`src/rtl/imem_pkg.sv`:
```
// Shared definitions for the instruction-memory loader.
// Latency: n/a (types and constants only).
// Backpressure: n/a.
package imem_pkg;

    localparam int IMEM_ADDR_WIDTH = 12;
    localparam int IMEM_BYTES      = 4096;

    typedef enum logic [1:0] {
        IDLE    = 2'd0,
        LOAD    = 2'd1,
        RELEASE = 2'd2
    } state_t;

endpackage : imem_pkg

```
`src/rtl/imem_loader.sv`:
```
// Streams a host byte image into instruction memory while holding the CPU, then resets its PC.
// Latency: each accepted byte is written in its transfer cycle; RELEASE follows the last byte by one cycle.
// Backpressure: in_ready is high only in LOAD (and not while abort is asserted); bytes offered elsewhere are dropped.
//
// Ports: clk/rst (sync, active-high); start/word_count/abort control a load;
// in_data/in_valid/in_ready carry the byte stream; fetch_addr is muxed with the
// write pointer onto mem_addr; mem_wdata/mem_we drive the memory write port;
// cpu_hold/cpu_rst control the CPU; busy/done/err report status.
module imem_loader
    import imem_pkg::*;
#(
    parameter int ADDR_WIDTH = IMEM_ADDR_WIDTH,
    parameter int MAX_WORDS  = IMEM_BYTES / 4
) (
    input  logic                  clk,
    input  logic                  rst,
    input  logic                  start,
    input  logic [ADDR_WIDTH-2:0] word_count,
    input  logic                  abort,
    input  logic [7:0]            in_data,
    input  logic                  in_valid,
    output logic                  in_ready,
    input  logic [ADDR_WIDTH-1:0] fetch_addr,
    output logic [ADDR_WIDTH-1:0] mem_addr,
    output logic [7:0]            mem_wdata,
    output logic                  mem_we,
    output logic                  cpu_hold,
    output logic                  cpu_rst,
    output logic                  busy,
    output logic                  done,
    output logic                  err
);

    // One extra bit so a full-memory byte limit (4 * MAX_WORDS) is representable.
    localparam int PW = ADDR_WIDTH + 1;

    state_t          state, state_d;
    logic [PW-1:0]   ptr;
    logic [PW-1:0]   limit;
    logic [PW-1:0]   ptr_inc;
    logic            aborted;   // RELEASE was entered through abort
    logic            err_q;     // rejected start, reported the cycle after
    logic            wc_ok;
    logic            start_ok;
    logic            take;

    assign wc_ok    = (word_count != '0) && (int'(word_count) <= MAX_WORDS);
    assign start_ok = (state == IDLE) && start && wc_ok;
    assign ptr_inc  = ptr + {{(PW-1){1'b0}}, 1'b1};

    always_ff @(posedge clk) begin
        if (rst) begin
            state   <= IDLE;
            ptr     <= '0;
            limit   <= '0;
            aborted <= 1'b0;
            err_q   <= 1'b0;
        end else begin
            state <= state_d;
            err_q <= (state == IDLE) && start && !wc_ok;
            if (start_ok) begin
                ptr     <= '0;
                limit   <= {word_count, 2'b00};
                aborted <= 1'b0;
            end else if (take) begin
                ptr <= ptr_inc;
            end
            if ((state == LOAD) && abort) begin
                aborted <= 1'b1;
            end
        end
    end

    always_comb begin
        state_d   = state;
        in_ready  = 1'b0;
        mem_we    = 1'b0;
        mem_wdata = 8'h00;
        mem_addr  = fetch_addr;
        take      = 1'b0;
        case (state)
            IDLE: begin
                if (start_ok) begin
                    state_d = LOAD;
                end
            end
            LOAD: begin
                // Loader owns the memory port; abort wins over a pending byte.
                mem_addr = ptr[ADDR_WIDTH-1:0];
                in_ready = !abort;
                if (abort) begin
                    state_d = RELEASE;
                end else if (in_valid) begin
                    take      = 1'b1;
                    mem_we    = 1'b1;
                    mem_wdata = in_data;
                    if (ptr_inc == limit) begin
                        state_d = RELEASE;
                    end
                end
            end
            RELEASE: begin
                state_d = IDLE;
            end
            default: begin
                state_d = IDLE;
            end
        endcase
    end

    assign busy     = (state != IDLE);
    assign cpu_hold = (state != IDLE);
    assign cpu_rst  = (state == RELEASE);
    assign done     = (state == RELEASE) && !aborted;
    assign err      = err_q || ((state == RELEASE) && aborted);

endmodule : imem_loader

```
`config.mk`:
```
export PLATFORM = sky130hd
export DESIGN_NAME = imem_loader
export DESIGN_NICKNAME = d
export VERILOG_FILES = /design/src/rtl/imem_pkg.sv /design/src/rtl/imem_loader.sv
export SDC_FILE = /design/constraint.sdc
export NUM_CORES = 1
export LEC_CHECK = 0
export BUFFER_PORTS_ARGS = -buffer_cell sky130_fd_sc_hd__buf_2
export CELL_PAD_IN_SITES_DETAIL_PLACEMENT = 0
export CELL_PAD_IN_SITES_GLOBAL_PLACEMENT = 1
export CORE_ASPECT_RATIO = 1.2
export CORE_MARGIN = 1.5
export CORE_UTILIZATION = 30
export CTS_CLUSTER_DIAMETER = 50
export DETAILED_ROUTE_END_ITERATION = 10
export PLACE_DENSITY_LB_ADDON = 0.1
export RECOVER_POWER = 25
export SYNTH_ARGS = -nofsm -noshare
export SYNTH_HDL_FRONTEND = slang
export SYNTH_SLANG_ARGS = --single-unit
```
`constraint.sdc`:
```
create_clock -name clk -period 3.6 [get_ports clk]
set_input_delay 0.54 -clock clk [delete_from_list [all_inputs] [get_ports clk]]
set_output_delay 0.54 -clock clk [all_outputs]
set_load 0.005 [all_outputs]
```
---- Yosys cells after proc, flatten, opt, wreduce, memory -nomap -nowiden ----
Cells that the tools add are included.
word-level totals
  input port bits ......................... 36
  register bits after elaboration ......... 28
cells by class
  mux-type cells .......................... 15
  reductions and logical operators ........ 17
  equality and inequality tests ........... 6
  $add $sub $neg .......................... 1
  $lt $le $gt $ge ......................... 1
operator list
  cell                     count
  $mux W8                  3
  $add A13 B1 Y13 const B  1
  $eq A13 B13 Y1           1
  $mux W12                 1
  $le A11 B11 Y1 const B   1
  $reduce_bool A11 Y1      1
  $mux W2                  4
  $logic_and A1 B1 Y1      7
  $mux W1                  6
  $pmux W2 S2              1
  $reduce_bool A2 Y1       2
  $logic_not A1 Y1         3
  $ne A3 B2 Y1 const B     1
  $ne A3 B3 Y1 const B     1
  $reduce_and A3 Y1        1
  $eq A2 B1 Y1 const B     1
  $eq A2 B2 Y1 const B     1
  $logic_not A2 Y1         1
  $ne A2 B2 Y1 const B     1
  $reduce_or A2 Y1         1
  $logic_or A1 B1 Y1       1

---- Longest topological paths before layout ----
Gate-level depths: netlist of run 1.
  depth after elaboration ................. 6
  depth in mapped cells ................... 7
  gate-level depth less buffers ........... 7

---- Worst setup path before layout of run 1 ----
No wires, ideal clock.
  path type ............................... flip-flop to flip-flop
  from .................................... register ptr[0]
  to ...................................... register state[1]
  path slack .............................. 1467 ps
  data arrival time ....................... 2059 ps
  clock period less this slack ............ 2133 ps
  library setup time ...................... 74 ps
  cell stages (with the launch flop) ...... 8
  cells stage by stage .................... dfxtp_1 ha_1 nand3_1 or4_1 a222oi_1 nand4_1 o21ai_1 nor3b_2
on the way
  word-level cells in the longest chain between the ends .. 4
ends and longest elaborated chain
  element                      line               RTL
  start, declared              imem_loader.sv:38  logic [PW-1:0] ptr;
  start signal, assigned       imem_loader.sv:66  ptr <= ptr_inc;
  $add A13 B1 Y13              imem_loader.sv:49  assign ptr_inc = ptr + {{(PW-1){1'b0}}, 1'b1};
  $eq A13 B13 Y1               imem_loader.sv:97  if (ptr_inc == limit) begin
  $ne A3 B2 Y1 (no line)       n/a
  $reduce_and A3 Y1 (no line)  n/a
  end signal, assigned         imem_loader.sv:59  state <= state_d;
  end, declared                imem_loader.sv:37  state_t state, state_d;
Every way passes these cells.
A chain may end at the register's enable or synchronous reset.

---- Worst setup path after layout of run 1 ----
Same ends and word-level chain as after synthesis.

==> results of run 1 <==
worst paths after layout:
check             depth (start not counted)          start         to
setup / recovery                          7         ptr[0]   state[1]
hold / removal                            3  word_count[0]   limit[2]
setup reg to reg                          7         ptr[0]   state[1]
hold reg to reg                           2      limit[12]  limit[12]
cells in the final DEF, fill, tap and decap left out, types with 2 or more instances in the layout:
| cell type | n |
|---|---|
| nor4_1 | 4 |
| dfxtp_1 | 28 |
| nand2b_1 | 2 |
| ha_1 | 2 |
| nand4_1 | 4 |
| and3_1 | 12 |
| mux2i_1 | 10 |
| buf_2 | 55 |
| a31oi_1 | 2 |
| nor2b_1 | 3 |
| o31ai_1 | 3 |
| nand3b_1 | 2 |
| o21ai_0 | 4 |
| or4_1 | 3 |
| clkbuf_8 | 3 |
| nor2_1 | 33 |
| clkbuf_1 | 8 |
| mux2_2 | 11 |
| nor3_1 | 3 |
| xor2_1 | 8 |
| xnor2_1 | 18 |
| a21oi_1 | 3 |
| nand3_1 | 7 |
| a211o_1 | 2 |
| inv_1 | 6 |
| nand2_1 | 11 |
report_power, final:
part | switching (W) | internal (W) | total (W)
clock | 0.000102 | 0.000149 | 0.000251
combinational | 0.0000467 | 0.0000514 | 0.0000981
sequential | 0.00000700 | 0.000318 | 0.000325
total | 0.000156 | 0.000518 | 0.000674
per-stage QoR:
stage / cells / setup WS, ps / power, W / cell area, um^2 / hold WS [ps]
CTS: 343 / 980 / 0.000690 / 2180 / 516
finish: 343 / 1030 / 0.000674 / 2170 / 522
detailed placement: 339 / 1030 / 0.000433 / 2110 / 522
floorplan: 209 / 1470 / 0.000386 / 1750 / 470
global placement: 339 / 1010 / 0.000433 / 2110 / 510
global route: 343 / 766 / 0.000707 / 2170 / 525
cell type report:
class,instances,area share
Multi-Input combinational cell,161,0.507
Sequential cell,28,0.259
Timing Repair Buffer,64,0.144
Tap cell,80,0.0462
Clock buffer,3,0.0191
Clock inverter,1,0.0139
Inverter,6,0.0104
layer usage:
layer | track usage | up-vias | share of wire
met1 | 0.199 | 741 | 0.47
met3 | 0.0174 | 2 | 0.047
met2 | 0.247 | 50 | 0.48
li1 | - | 836 | -
met5 | 0 | - | 0
met4 | 0.0309 | 0 | 0.0059
kinds of logic (layout without fill, tap and decap cells):
| group | after synthesis | after routing |
|---|---|---|
| multiplexers | 21 | 21 |
| adder cells (fa/ha/maj) | 2 | 2 |
| AO/OA/AOI/OAI | 21 | 21 |
| AND/OR/NAND/NOR | 91 | 91 |
| XOR/XNOR | 26 | 26 |
| buffers and inverters | 20 | 74 |
| flip-flops | 28 | 28 |
worst max-delay path: cells and delay by family, from the launching register on:
| family | cells | cell delay (ps) |
|---|---|---|
| and+or+nand+nor | 4 | 1200 |
| AOI/OAI and AO/OA | 2 | 580 |
| DFF | 1 | 450 |
| adders and majority gates | 1 | 270 |
flip-flops by register name, indices dropped and copies added (netlist names):
| signal | cells |
|---|---|
| state | 2 |
| ptr | 13 |
| aborted | 1 |
| err_q | 1 |
| limit | 11 |
==> results by group, run 1 <==
Logic synthesis
  – Synth area leaders: dfxtp_1 (32%), xnor2_1 (9.0%), nor2_1 (7.1%)
  – Synth Area in Compound Gates: 0.0806
  – EDFF count, synth: 0
  – XOR/XNOR share of the synthesized area: 0.130
  – Mapped Nets: ~250
  – Sequential area share after synthesis: 0.320
  – Largest family of logic cells by synthesized area: simple AND/OR/NAND/NOR gates
  – Post-Synth Adder-Cell Area: 0.0143
  – Netlist Area Pre-Place: 1750 um^2
  – #FFs+latches synth: 28
  – Mux contribution to synthesized area: 0.128
  – Top-area cell type share of the netlist area: 0.320
  – Syn_area_per_cell: 8.39 um^2
  – Synth Area in Simple Gates: 0.274
  – Post-synth ARST share: 0
  – Synth Flop Type: dfxtp_1
  – Synth Warn #: 0
  – Synth area leader: dfxtp_1
  – Count leader, synth: nor2_1
  – Synthesized instance count: 209
  – Post-synth top cells: nor2_1 (33), dfxtp_1 (28), xnor2_1 (18), and3_1 (12)
  – Count of cell types in the netlist: 42

Worst setup path
  – FF-to-FF setup slack: 1030 ps
  – Crit end category: flop
  – Crit path DAT: 2770 ps
  – Worst Path Max Fanout: 8
  – Worst EP required: 3800 ps
  – Crit-path cells: ha_1 -> nand3_1 -> or4_1 -> a222oi_1 -> nand4_1 -> o21ai_1 -> nor3b_2
  – Crit path largest cell delay: 590 ps
  – Kind of critical path: reg2reg
  – Crit-path slowest cell: or4_1
  – Startpoint Class: flop

STA
  – Worst-Margin Slew: slightly below 800 ps
  – Max-slew headroom: 0.473
  – Fmax: 0.389 GHz
  – Hold Violations, Final: 0
  – Worst Skew: between 2 and 3 ps
  – Final count of negative-setup-slack endpoints: 0
  – RSZ-0062 raised after global routing: false
  – TNS Setup: 0 ps
  – Final-report max-slew violation count: 0
  – Crit path time final: 2570 ps
  – Final period util: 0.713

Layout
  – Layout area overhead: 23.5%
  – Final Util: 0.382
  – # fillers: around 620
  – FF/Latch Area: 561 um^2
  – Diodes inserted: 0
  – Total Nets Final: 302
  – Area of the multi-input gates: 1100 um^2
  – Share of layout cells above drive strength 1: 0.285

Route
  – Routed vias/inst: 4.75
  – Total length of routed wires: 4590 um
  – First DRT Iteration DRCs: slightly above 70
  – TritonRoute pass-1 iters: 4
  – DRT antenna net count: 0
  – Drt drc: 0
  – Vias: 1629
  – WL/cell: 13.4 um

Global routing
  – Initial antenna violation count: 0
  – First-pass GRT wire length: approximately 7200 um
  – Grt total ovfl: 0
  – Largest net degree at the start of global routing: 17
  – Total Routing Usage GR: 0.146
  – Number of global-route vias before repair: 1468

Power
  – Leakage: between 0.9 and 1 nW
  – PD cells: 311 nW/um^2
  – Peak VDD IR: between 100 and 150 uV

Placed design
  – Final Wtd Congestion: 0.745
  – HPWL after detailed placement: 3490 um
  – PortBufs: 62

CTS
  – Reg clk slew, reported paths: approximately 100 ps
  – Setup bufs post-CTS: 0
  – Clock root cell: clkbuf_8
  – CTS Hold Buffers Added: 0
  – TritonCTS clock tree: built
  – Clk_lat worst skew: 270 ps
  – Clock sink count: 28
  – CTS Buf Count: 3
  – Clock Path Buffers: 2
  – Post_cts resized: 0
  – H-tree Lvls: 1

Die
  – Die area: 6320 um^2
  – Die X: 72.8 um
  – Chip height: 86.8 um
  – Std cell rows: 30
  – Initial core utilization: 0.309
  – Core ar.: 5670 um^2
  – Ports: 63

Job
  – Max-cap check violation count: 0

Worst hold path
  – Min-delay worst type: in2reg

Run status
  – Status: finished, final reports clean
(Power assumes the default switching activity.)
==> run 2: changes to the inputs <==
==> constraint.sdc (replaced) <==
create_clock -name clk -period 2.5 [get_ports clk]
set_input_delay 0.375 -clock clk [delete_from_list [all_inputs] [get_ports clk]]
set_output_delay 0.375 -clock clk [all_outputs]
set_load 0.005 [all_outputs]
==> results by group, run 2 (synthesis gave the netlist of run 1 again) <==
Die
  – Chip height: 86.8 um (unchanged)
  – Die X: 72.8 um (unchanged)
  – Initial core utilization: 0.309 (unchanged)
  – Core ar.: 5670 um^2 (unchanged)
  – Std cell rows: 30 (unchanged)
  – Ports: 63 (unchanged)
  – Die area: 6320 um^2 (unchanged)

Worst setup path
  – Crit-path cells: ha_1 -> nand3_1 -> or4_1 -> a222oi_1 -> nand4_1 -> o21ai_1 -> nor3b_2
  – Worst reg2reg endpoint: state[1]
  – Launching point of the worst reg2reg path: ptr[0]
  – Crit end category: flop
  – Buffers & Inverters on Critical Path: 0 (unchanged)
  – Crit-path slowest cell: or4_1
  – FF-to-FF path depth: 7 (unchanged)
  – Worst Path Max Fanout: 6 (-2)
  – Worst EP required: 2710 ps (-1090 ps)
  – Crit path largest cell delay: 530 ps (-60 ps)
  – Critical Path Stages: 7 (unchanged)
  – Kind of critical path: reg2reg
  – Startpoint Class: flop
  – FF-to-FF setup slack: 210 ps (-820 ps)
  – Crit path DAT: 2500 ps (-270 ps)
  – Delay-heaviest family, CP: simple AND/OR/NAND/NOR gates

Layout
  – Share of layout cells above drive strength 1: 0.312 (+0.0271)
  – Post-route insts no fill: 349 (+1.7%)
  – Commonest non-fill, non-tap cell in the layout: buf_2
  – Total Nets Final: 308 (+2.0%)
  – Largest register FFs: 13 (unchanged)
  – Largest Register: ptr
  – # fillers: 617 (-0.16%)
  – FF/Latch Area: 561 um^2 (unchanged)
  – Final instance area: 2210 um^2 (+2.0%)
  – Largest regs: ptr: 13 flops, limit: 11 flops, state: 2 flops
  – Most frequent cells in the layout: buf_2 (58), nor2_1 (33), dfxtp_1 (28), xnor2_1 (18), and3_1 (12)
  – Final Util: 0.390 (+0.00773)
  – Area of the multi-input gates: 1100 um^2 (unchanged)
  – Diodes inserted: 0 (unchanged)
  – Layout area overhead: 26.0%

Global routing
  – Initial antenna violation count: 0 (unchanged)
  – Total Routing Usage GR: 0.151 (+0.00511)
  – Number of global-route vias before repair: 1503 (+2.4%)
  – Largest net degree at the start of global routing: 17 (unchanged)
  – Grt total ovfl: 0 (unchanged)
  – First-pass GRT wire length: 7360 um (+1.9%)

Job
  – Max-cap check violation count: 0 (unchanged)

STA
  – Crit path time final: 2290 ps (-276 ps)
  – Final period util: 0.917 (+0.203)
  – Hold Violations, Final: 0 (unchanged)
  – TNS Setup: 0 ps (unchanged)
  – Max-slew headroom: 0.557 (+0.0835)
  – RSZ-0062 raised after global routing: false
  – Final-report max-slew violation count: 0 (unchanged)
  – Worst-Margin Slew: 665 ps (-125 ps)
  – Worst Skew: 7.48 ps (+4.78 ps)
  – Fmax: 0.436 GHz (+12%)
  – Final count of negative-setup-slack endpoints: 0 (unchanged)
  – WHS: 342 ps (-180 ps)

Route
  – Routed wl met2: 2200 um (-0.45%)
  – DR WL met3: 194 um (-11%)
  – Top layer in use: met4
  – Routed vias/inst: 4.78 (+0.63%)
  – Total length of routed wires: 4700 um (+2.3%)
  – TritonRoute pass-1 iters: 4 (unchanged)
  – First DRT Iteration DRCs: 47 (-34%)
  – Wire length on met1: 2230 um (+4.4%)
  – Vias: 1668 (+2.4%)
  – WL/cell: 13.5 um (+0.57%)
  – DRT antenna net count: 0 (unchanged)
  – Drt drc: 0 (unchanged)

Placed design
  – PortBufs: 62 (unchanged)
  – Placed insts: 345 (+1.8%)
  – DP Area: 2150 um^2 (+2.1%)
  – HPWL after detailed placement: 3630 um (+4.0%)
  – Final Wtd Congestion: 0.756 (+1.4%)

Worst hold path
  – Min-delay worst type: in2reg
  – Cell depth of the worst hold path: 3 (unchanged)
  – Hold path start: word_count[6]
  – Min-Delay Endpoint: limit[8]

CTS
  – Clock root cell: clkbuf_8
  – Reg clk slew, reported paths: 110 ps (about the same)
  – Post_cts resized: 0 (unchanged)
  – Clock sink count: 28 (unchanged)
  – Setup bufs post-CTS: 0 (unchanged)
  – CTS Buf Count: 3 (unchanged)
  – Clk_lat worst skew: 280 ps (about the same)
  – Clock Path Buffers: 2 (unchanged)
  – TritonCTS clock tree: built
  – H-tree Lvls: 1 (unchanged)
  – CTS Hold Buffers Added: 0 (unchanged)

Power
  – Peak VDD IR: 175 uV (+17%)
  – PD cells: 445 nW/um^2 (+43%)
  – Leakage: 0.978 nW (+4.2%)

Run status
  – Status: finished, final reports clean
[run 2: cell count changes in the layout (fill, tap and decap cells not counted)]
cell,delta
buf_2,+3
clkbuf_1,-3
buf_4,+4
clkbuf_2,+2
[run 2: how the worst max path moves through the flow]
stage	from	endpoint	slack (ps)
after floorplan	ptr[0]	state[1]	370
after global placement	ptr[0]	state[1]	340
after detailed placement	ptr[0]	state[1]	260
after CTS	ptr[0]	state[1]	230
after global routing	ptr[0]	state[1]	90
final	ptr[0]	state[1]	210
[run 2: layer usage]
metal / global-route usage / vias up
met3: 0.0174 / 6
met4: 0.0497 / 0
met5: 0 / -
met2: 0.256 / 50
li1: - / 846
met1: 0.199 / 766
[run 2: tightest hold or removal path, stage by stage]
cell and delay (ps):
buf_2 90, mux2i_1 60, nor2_1 70
[run 2: stage by stage]
step,total power [W],worst slack (ps)
2_1_floorplan,0.000555,367
3_3_place_gp,0.000628,345
3_5_place_dp,0.000627,263
4_1_cts,0.00100,229
5_1_grt,0.00102,90.2
6_report,0.000983,208
[run 2: power breakdown]
group | switching (W) | internal [W] | leakage [nW]
clock | 0.000156 | 0.000215 | 0.0357
sequential | 0.0000110 | 0.000457 | 0.227
combinational | 0.0000678 | 0.0000757 | 0.715
total | 0.000235 | 0.000748 | 0.978
[run 2: cell type report]
type / count / area share
multi-input cells: 161 / 0.497
flip-flops and latches: 28 / 0.254
repair buffers: 70 / 0.161
well taps: 80 / 0.0453
clock buffers: 3 / 0.0187
clock inverters: 1 / 0.0136
inverters: 6 / 0.0102
==> run 3: changes to the inputs <==
--- a/config.mk
+++ b/config.mk
@@ -5,6 +5,7 @@
 export SDC_FILE = /design/constraint.sdc
 export NUM_CORES = 1
 export LEC_CHECK = 0
+export ABC_AREA = 1
 export BUFFER_PORTS_ARGS = -buffer_cell sky130_fd_sc_hd__buf_2
 export CELL_PAD_IN_SITES_DETAIL_PLACEMENT = 0
 export CELL_PAD_IN_SITES_GLOBAL_PLACEMENT = 1
==> results by group, run 3 <==
Run status
  – Status: finished, final reports clean

STA
  – Final-report max-slew violation count: 0 (unchanged)
  – Fmax: 0.479 GHz (+9.8%)
  – RSZ-0062 raised after global routing: false
  – Worst Skew: 1.75 ps (-5.73 ps)
  – Max-slew headroom: 0.637 (+0.0797)
  – Hold Violations, Final: 0 (unchanged)
  – TNS Setup: 0 ps (unchanged)
  – Crit path time final: 2090 ps (-205 ps)
  – Final period util: 0.835 (-0.0820)
  – WHS: 278 ps (-64.2 ps)
  – Final count of negative-setup-slack endpoints: 0 (unchanged)
  – Worst-Margin Slew: 540 ps (-124 ps)

Route
  – WL/cell: 11.1 um (-17%)
  – Routed vias/inst: 4.52 (-5.4%)
  – Drt drc: 0 (unchanged)
  – Total length of routed wires: 5260 um (+12%)
  – Vias: 2134 (+28%)
  – DRT antenna net count: 0 (unchanged)
  – TritonRoute pass-1 iters: 4 (unchanged)
  – First DRT Iteration DRCs: 136 (+190%)

Worst setup path
  – FF-to-FF setup slack: 590 ps (+380 ps)
  – Worst Path Max Fanout: 11 (+5)
  – CP startpoint: state[0]
  – Worst EP required: 2120 ps (-590 ps)
  – Startpoint Class: flop
  – Worst reg2reg endpoint: ptr[8]
  – Crit end category: output pin
  – Crit path largest cell delay: 370 ps (-160 ps)
  – Kind of critical path: reg2out
  – Crit-path cells: inv_1 -> nor2_2 -> inv_1 -> nor2_2 -> nand2_1 -> nor2_1 -> buf_2
  – Buffers & Inverters on Critical Path: 3 (+3)
  – Crit path DAT: 1710 ps (-790 ps)
  – Crit-path slowest cell: dfxtp_1
  – Delay-heaviest family, CP: simple AND/OR/NAND/NOR gates
  – FF-to-FF path depth: 8 (+1)
  – Launching point of the worst reg2reg path: state[0]

Layout
  – Layout area overhead: 22.3%
  – Largest register FFs: 13 (unchanged)
  – FF/Latch Area: 561 um^2 (unchanged)
  – # fillers: 712 (+15%)
  – Commonest non-fill, non-tap cell in the layout: nand2_1
  – Area of the multi-input gates: 1120 um^2 (+2.1%)
  – Diodes inserted: 0 (unchanged)
  – Most frequent cells in the layout: nand2_1 (102), buf_2 (60), inv_1 (47), nor2_1 (38), nand3_1 (35)
  – Largest Register: ptr
  – Final Util: 0.387 (-0.00295)
  – Share of layout cells above drive strength 1: 0.215 (-0.0969)
  – Largest regs: ptr: 13 flops, limit: 11 flops, state: 2 flops
  – Total Nets Final: 429 (+39%)

Logic synthesis
  – Synthesized instance count: 330 (+58%)
  – Synth Warn #: 0 (unchanged)
  – Syn_area_per_cell: 5.88 um^2 (-30%)
  – Synth Flop Type: dfxtp_1
  – Count leader, synth: nand2_1
  – Mapped Nets: 368 (+49%)
  – Post-synth ARST share: 0 (unchanged)
  – Synth area leaders: dfxtp_1 (29%), nand2_1 (20%), inv_1 (9.1%)
  – Count of cell types in the netlist: 24 (-43%)
  – Post-synth top cells: nand2_1 (101), inv_1 (47), nor2_1 (38), nand3_1 (35), dfxtp_1 (28)
  – Sequential area share after synthesis: 0.289 (-0.0305)
  – EDFF count, synth: 0 (unchanged)
  – Top-area cell type share of the netlist area: 0.289 (-0.0305)
  – Synth area leader: dfxtp_1
  – Netlist Area Pre-Place: 1940 um^2 (+11%)
  – #FFs+latches synth: 28 (unchanged)

Die
  – Ports: 63 (unchanged)
  – Die X: 76.4 um (+4.9%)
  – Std cell rows: 31 (+3.3%)
  – Initial core utilization: 0.316 (+0.00696)
  – Core ar.: 6130 um^2 (+8.1%)
  – Chip height: 91.1 um (+5.0%)
  – Die area: 6960 um^2 (+10%)

Global routing
  – Initial antenna violation count: 0 (unchanged)
  – Largest net degree at the start of global routing: 24 (+7)
  – Total Routing Usage GR: 0.161 (+0.00946)
  – Number of global-route vias before repair: 1984 (+32%)
  – First-pass GRT wire length: 9110 um (+24%)
  – Grt total ovfl: 0 (unchanged)

Placed design
  – PortBufs: 62 (unchanged)
  – HPWL after detailed placement: 4180 um (+15%)
  – Final Wtd Congestion: 0.785 (+3.8%)

CTS
  – Reg clk slew, reported paths: 100 ps (about the same)
  – H-tree Lvls: 1 (unchanged)
  – CTS Buf Count: 3 (unchanged)
  – CTS Hold Buffers Added: 0 (unchanged)
  – Clock Path Buffers: 2 (unchanged)
  – Clock root cell: clkbuf_8
  – Post_cts resized: 0 (unchanged)
  – Setup bufs post-CTS: 0 (unchanged)
  – Clock sink count: 28 (unchanged)
  – TritonCTS clock tree: built
  – Clk_lat worst skew: 280 ps (about the same)

Worst hold path
  – Hold path start: rst
  – Cell depth of the worst hold path: 2 (-1)
  – Min-Delay Endpoint: state[1]
  – Min-delay worst type: in2reg

Power
  – Leakage: 1.17 nW (+20%)
  – Peak VDD IR: 183 uV (+4.3%)
  – PD cells: 393 nW/um^2 (-12%)

Job
  – Max-cap check violation count: 0 (unchanged)
## run 3: cell count changes after synthesis, moves of 11 or more
cell	delta
mux2_2	-11
a21oi_1	+19
xnor2_1	-18
nand3_1	+28
and3_1	-12
inv_1	+41
nand2_1	+90
## run 3: report_power, final
part / internal, W / total (W) / switching, W
Sequential: 0.000462 / 0.000475 / 0.0000129
Clock: 0.000141 / 0.000289 / 0.000147
Combinational: 0.0000749 / 0.000168 / 0.0000931
## run 3: metal layers
metal  part of all wire  GRT usage  routed length [um]
met3              0.055     0.0221                 289
met2               0.45      0.273                2380
met4              0.018     0.0494                  93
met1               0.47      0.210                2500
met5                  0          0                   0
## run 3: worst max-delay path by stage
stage,endpoint,slack [ps],cells after the start
after global routing,mem_wdata[0],220,7
after global placement,ptr[8],570,8
after CTS,mem_wdata[1],380,7
after floorplan,state[1],880,13
after detailed placement,ptr[8],600,8
final,mem_wdata[1],410,7
## run 3: stage by stage
step / power (W) / setup WS (ps) / cell area, um^2 / std cells
final: 0.000931 / 413 / 2370 / 472
after global routing: 0.000995 / 223 / 2370 / 472
after CTS: 0.000948 / 375 / 2390 / 472
after detailed placement: 0.000657 / 598 / 2330 / 468
after global placement: 0.000657 / 570 / 2330 / 468
after floorplan: 0.000587 / 879 / 1940 / 330
## run 3: layout make-up
class,instances,share of cell area
inverters,47,0.0744
repair buffers,68,0.150
flip-flops and latches,28,0.236
well taps,82,0.0433
clock buffers,4,0.0232
multi-input cells,243,0.473
## run 3: worst register-to-register path: cells and delay by family, from the launching register on
family	cells	cell delay, ps
compound gates	1	130
buf+inv	3	450
flops	1	370
simple gates	4	890
## run 3: logic make-up after synthesis
family	synth area share
simple gates	0.459
xor+xnor	0.00839
compound gates	0.106
flops	0.289
fa+ha+maj	0.0129
buf+inv	0.124
